File: src/rtl/spi_frame_sched.sv
// Frame controller: counts SPI bytes, buffers payload, validates checksum and commits config atomically.
// Latency: frame_end in cycle n -> commit/frame_err and new config in cycle n+2; no backpressure, every byte pulse is consumed.
module spi_frame_sched #(
    parameter int F         = 11,
    parameter int T         = 4,
    parameter int MAX_BYTES = 20
) (
    input  logic         clk_i,
    input  logic         reset_i,
    input  logic         frame_start_i,
    input  logic         frame_end_i,
    input  logic         byte_valid_i,
    input  logic [7:0]   byte_data_i,
    output logic [4:0]   byte_idx_o,
    output logic [F:0]   vel0_o,
    output logic [F:0]   vel1_o,
    output logic [F:0]   vel2_o,
    output logic [F:0]   vel3_o,
    output logic [13:0]  dout_o,
    output logic [T-1:0] dirtime_o,
    output logic [T-1:0] steptime_o,
    output logic [1:0]   tap_o,
    output logic         spolarity_o,
    output logic         commit_o,
    output logic         wdt_kick_o,
    output logic         frame_err_o,
    output logic [7:0]   err_cnt_o
);

    typedef enum logic [1:0] {IDLE, RECV, CHECK} state_t;

    localparam logic [4:0] MAX_IDX = 5'(MAX_BYTES);

    state_t         state_q, state_d;
    logic [4:0]     idx_q, idx_d;
    logic [7:0]     sum_q, sum_d;
    logic [7:0]     shadow_q [12];
    logic [F:0]     vel0_q, vel1_q, vel2_q, vel3_q;
    logic [13:0]    dout_q;
    logic [T-1:0]   dirtime_q, steptime_q;
    logic [1:0]     tap_q;
    logic           spol_q;
    logic           commit_q, commit_d;
    logic           wdt_q, wdt_d;
    logic           ferr_q, ferr_d;
    logic [7:0]     err_cnt_q, err_cnt_d;
    logic           shadow_we;
    logic           load_cfg;
    logic           frame_ok;
    logic [15:0]    w01, w23, w45, w67;

    assign w01 = {shadow_q[1], shadow_q[0]};
    assign w23 = {shadow_q[3], shadow_q[2]};
    assign w45 = {shadow_q[5], shadow_q[4]};
    assign w67 = {shadow_q[7], shadow_q[6]};

    // idx saturates at 31, so an over-long frame can never wrap back into the legal window
    assign frame_ok = (idx_q >= 5'd13) && (idx_q <= MAX_IDX) && (sum_q == 8'd0);

    always_ff @(posedge clk_i) begin
        if (reset_i) state_q <= IDLE;
        else         state_q <= state_d;
    end

    always_comb begin
        state_d = state_q;
        case (state_q)
            IDLE:    if (frame_start_i) state_d = RECV;
            RECV:    if (frame_start_i) state_d = RECV;
                     else if (frame_end_i) state_d = CHECK;
            CHECK:   state_d = frame_start_i ? RECV : IDLE;
            default: state_d = IDLE;
        endcase
    end

    always_comb begin
        idx_d     = idx_q;
        sum_d     = sum_q;
        shadow_we = 1'b0;
        load_cfg  = 1'b0;
        commit_d  = 1'b0;
        wdt_d     = 1'b0;
        ferr_d    = 1'b0;
        err_cnt_d = err_cnt_q;
        case (state_q)
            IDLE: begin
                if (frame_start_i) begin
                    idx_d = 5'd0;
                    sum_d = 8'd0;
                end
            end
            RECV: begin
                if (frame_start_i) begin
                    ferr_d = 1'b1;
                    idx_d  = 5'd0;
                    sum_d  = 8'd0;
                end else if (byte_valid_i) begin
                    shadow_we = (idx_q <= 5'd11);
                    if (idx_q <= 5'd12) sum_d = sum_q + byte_data_i;
                    if (idx_q != 5'd31) idx_d = idx_q + 5'd1;
                end
            end
            CHECK: begin
                if (frame_ok) begin
                    load_cfg = 1'b1;
                    commit_d = 1'b1;
                    wdt_d    = shadow_q[9][6];
                end else begin
                    ferr_d = 1'b1;
                end
                if (frame_start_i) begin
                    idx_d = 5'd0;
                    sum_d = 8'd0;
                end
            end
            default: ;
        endcase
        if (ferr_d && (err_cnt_q != 8'hFF)) err_cnt_d = err_cnt_q + 8'd1;
    end

    always_ff @(posedge clk_i) begin
        if (reset_i) begin
            idx_q      <= '0;
            sum_q      <= '0;
            for (int i = 0; i < 12; i++) shadow_q[i] <= '0;
            vel0_q     <= '0;
            vel1_q     <= '0;
            vel2_q     <= '0;
            vel3_q     <= '0;
            dout_q     <= '0;
            dirtime_q  <= '0;
            steptime_q <= '0;
            tap_q      <= '0;
            spol_q     <= 1'b0;
            commit_q   <= 1'b0;
            wdt_q      <= 1'b0;
            ferr_q     <= 1'b0;
            err_cnt_q  <= '0;
        end else begin
            idx_q     <= idx_d;
            sum_q     <= sum_d;
            if (shadow_we) shadow_q[idx_q[3:0]] <= byte_data_i;
            commit_q  <= commit_d;
            wdt_q     <= wdt_d;
            ferr_q    <= ferr_d;
            err_cnt_q <= err_cnt_d;
            if (load_cfg) begin
                vel0_q     <= w01[F:0];
                vel1_q     <= w23[F:0];
                vel2_q     <= w45[F:0];
                vel3_q     <= w67[F:0];
                dout_q     <= {shadow_q[9][5:0], shadow_q[8]};
                spol_q     <= shadow_q[10][7];
                dirtime_q  <= shadow_q[10][T-1:0];
                tap_q      <= shadow_q[11][7:6];
                steptime_q <= shadow_q[11][T-1:0];
            end
        end
    end

    assign byte_idx_o  = idx_q;
    assign vel0_o      = vel0_q;
    assign vel1_o      = vel1_q;
    assign vel2_o      = vel2_q;
    assign vel3_o      = vel3_q;
    assign dout_o      = dout_q;
    assign dirtime_o   = dirtime_q;
    assign steptime_o  = steptime_q;
    assign tap_o       = tap_q;
    assign spolarity_o = spol_q;
    assign commit_o    = commit_q;
    assign wdt_kick_o  = wdt_q;
    assign frame_err_o = ferr_q;
    assign err_cnt_o   = err_cnt_q;

endmodule
File: config.mk
export PLATFORM = sky130hd
export DESIGN_NAME = spi_frame_sched
export DESIGN_NICKNAME = d
export VERILOG_FILES = /design/src/rtl/spi_frame_sched.sv
export SDC_FILE = /design/constraint.sdc
export NUM_CORES = 1
export LEC_CHECK = 0
export BUFFER_PORTS_ARGS = -buffer_cell sky130_fd_sc_hd__buf_2
export CAP_MARGIN = 30
export CORE_MARGIN = 3
export CORE_UTILIZATION = 30
export CTS_CLUSTER_SIZE = 10
export DETAILED_ROUTE_END_ITERATION = 8
export PLACE_DENSITY_LB_ADDON = 0.15
export SLEW_MARGIN = 10
export SYNTH_ARGS = -nofsm -noshare
export SYNTH_HDL_FRONTEND = slang
export SYNTH_SLANG_ARGS = --single-unit
File: constraint.sdc
create_clock -name clk_i -period 7.2 [get_ports clk_i]
set_input_delay 2.16 -clock clk_i [delete_from_list [all_inputs] [get_ports clk_i]]
set_output_delay 2.16 -clock clk_i [all_outputs]
set_load 0.02 [all_outputs]
==> metrics.cfg <==
[final_layout]
final_nets = 809
finalNonFillerCells = 1104
num_antenna_cells = 0
area_growth_syn_to_layout_pct = 17.63
drive_gt1_share_pct = 23.26

[clock_tree]
holdBufCountCts = 0
cts_tree = built
clockBufferDepth = 2
cts.clk_slew.worst_paths_ps = 70
cts_root_buf = clkbuf_16
clkLatencyLatePin_ps = 430
h-tree-depth = 4
clock_sinks = 173
postCtsSetupBuffers = 0
post_cts_resized = 0
cts_buffers = 17

[synth]
synth_nets = 730
synth_edf_count = 74
postSynthAreaPerCell_sq_um = 10.23
async_flop_share_pct = 0
syn_inst = 699
yosysSeqAreaShare_pct = 58.78
synth_area_sq_um = 7152
yosysWarnings = 0
ys.flop_type = dfxtp_1
ys_seq_elements = 173
yosysUniqueCellTypes = 50

[sta]
skew_ps = 11.96
rsz0062_at_grt = no
setup_viol = 0
finalHoldViolations = 0
tightest_slew_ps = 907.0
max_slew_margin_pct = 39.40
fin_crit_ps = 4175
slew_viol_final = 0
max_freq_mhz = 239.5
min_period_over_period_pct = 57.98
tns_ps = 0

[pwr]
ir_drop_uv = 130.5
p_leak_uw = 0.003475
p_clk_share_pct = 43.4
p_sw_share_pct = 23.02
seqPwrFrac_pct = 52.5
p_int_uw = 1536
p_switching_uw = 459.4
power_density_nw_per_um2 = 237.2
p_comb_share_pct = 4.2

[drt]
wl_per_cell_um = 15.91
first_pass_iters = 4
drtIter0Drc = 273
viasPerCell = 4.596
vias = 5074
ant_nets = 0
routed_wl_um = 17570
drc = 0

[setup_path]
critPathArrivalTime_ps = 4270
critPathKind = in -> reg
critPathCaptureType = flip-flop
worstPathRequired_ps = 7290
start_kind = input port
critPathMaxFanout = 46

[die]
start_util_pct = 31.02
rows = 55
die_h_um = 160.4
die_area_sq_um = 25730
fp.coreArea_sq_um = 23050
ioPinCount = 102
die_w_um = 160.4

[grt]
grt_overflow = 0
track_usage_pct = 13.96
antenna_found_initial = 0
grt_max_degree = 74
grt_pass1_vias = 5112
grt_pass1_wl_um = 28310

[worst_hold_path]
hold_path_class = reg -> reg

[run_status]
status = finished, final reports clean

[placement]
dp_hpwl_um = 11840
place_congestion = 0.7957
dp.cells = 1071
numPortBuffers = 101

[job]
maxCapViolations = 0

## logic make-up after synthesis
group | count (synthesis) | share of synthesized area, %
AOI/OAI and AO/OA | 119 | 10.39
xor gates and xnor gates | 12 | 1.470
adders and majority gates | 18 | 3.254
buffers and inverters | 60 | 4.409
DFF | 173 | 58.78
muxes | 3 | 0.4199
and+or+nand+nor | 314 | 21.27
## power by group through the flow
stage / registers, uW / clock network [uW] / logic [uW]
2_1_floorplan: 1070 / 0 / 53.7
3_3_place_gp: 1070 / 0 / 79.8
3_5_place_dp: 1070 / 0 / 81.8
4_1_cts: 1050 / 891 / 82.1
5_1_grt: 1050 / 929 / 92.2
6_report: 1050 / 866 / 83.1
## flip-flops by register name, summed over array words and instances (netlist names), 5 cells and up
name and flops:
byte_idx_o 5, vel3_o 12, sum_q 8, shadow_q 74, vel1_o 12, err_cnt_o 8, dout_o 14, vel0_o 12
vel2_o 12
## stage by stage
step                      util, %  hold slack [ps]  power [uW]  setup WS (ps)  area [sq um]
final                       36.49            446.8        1996           3025          8413
after global routing        36.49            461.9        2070           2830          8413
after CTS                   36.46            449.5        2020           3049          8406
after detailed placement    34.07            441.3        1151           2576          7855
after global placement      33.92            441.5        1149           2647          7820
after floorplan                 -            467.6        1119           3323          7152
## synthesized netlist by cell type (2+ instances only)
master    number  area share [%]
nand3_1       10            0.70
a211oi_1       2            0.21
and3_1        62             5.4
nand2_2       21             1.8
buf_6          8             1.3
nor4_1         4            0.35
xor2_1         6            0.73
inv_1         13            0.68
or3_1          3            0.26
nor2_1        42             2.2
nor3b_1        3            0.31
o41ai_1        2            0.24
nand3b_1       2            0.21
nand2b_1       2            0.17
a21oi_1       66             4.6
dfxtp_1       99              28
buf_4          7            0.73
edfxtp_1      74              31
xnor2_1        6            0.73
and2_1         7            0.61
nor3_1         8            0.56
mux2i_1        3            0.42
a31oi_1        3            0.26
clkbuf_1      29             1.5
ha_1          17             3.0
nand2_1      138             7.2
nor2b_1        2            0.17
or4_1          2            0.21
buf_2          3            0.21
o21ai_1        2            0.14
o21bai_1       2            0.21
a21oi_2       20             2.4
a21o_1        11             1.2
o21ai_0        4            0.28
## final timing paths
check / depth (start not counted) / startpoint / slack [ps] / to
hold / removal: 2 / tap_o[0] / 450 / tap_o[0]
setup / recovery: 6 / reset_i / 3030 / shadow_q[6][6]
hold reg to reg: 2 / tap_o[0] / 450 / tap_o[0]
setup reg to reg: 9 / byte_idx_o[0] / 4260 / vel1_o[9]
## metal layers
metal  vias to the layer above  GRT usage (%)  share of wire, %
met5                         -              0                 0
met4                         0          4.142              0.60
met3                         7          3.147               3.1
met2                        88          21.98                45
met1                      2417          19.24                51
li1                       2562              -                 -
## placed cells by master (no fill, tap or decap), types with 3 or more instances in the layout
cell type   instances
nand2_1           138
buf_2             100
dfxtp_1            99
edfxtp_1           74
a21oi_1            66
and3_1             62
nor2_1             42
nand2_2            21
a21oi_2            20
ha_1               17
clkbuf_16          17
inv_1              13
a21o_1             11
nand3_1            10
nor3_1              7
and2_1              7
xnor2_1             6
xor2_1              6
buf_4               6
nor4_1              4
o21ai_0             4
clkinvlp_4          4
or3_1               3
a31oi_1             3
mux2i_1             3
clkinv_4            3
## worst max-delay path: stages
cell and delay [ps]:
buf_4 290, nor2_1 200, nand3_1 180, nor3b_1 780, buf_4 300, a21o_1 330
## cell type report
cell class	instances	area (sq um)
multi-input combinational	466	2645
inverter	13	48.80
fill	2365	14640
clock inverter	13	117.6
timing repair buffer	107	573.1
sequential	173	4204
clock buffer	19	432.9
tap	313	391.6
No activity file was read; power rests on OpenSTA's default activity.
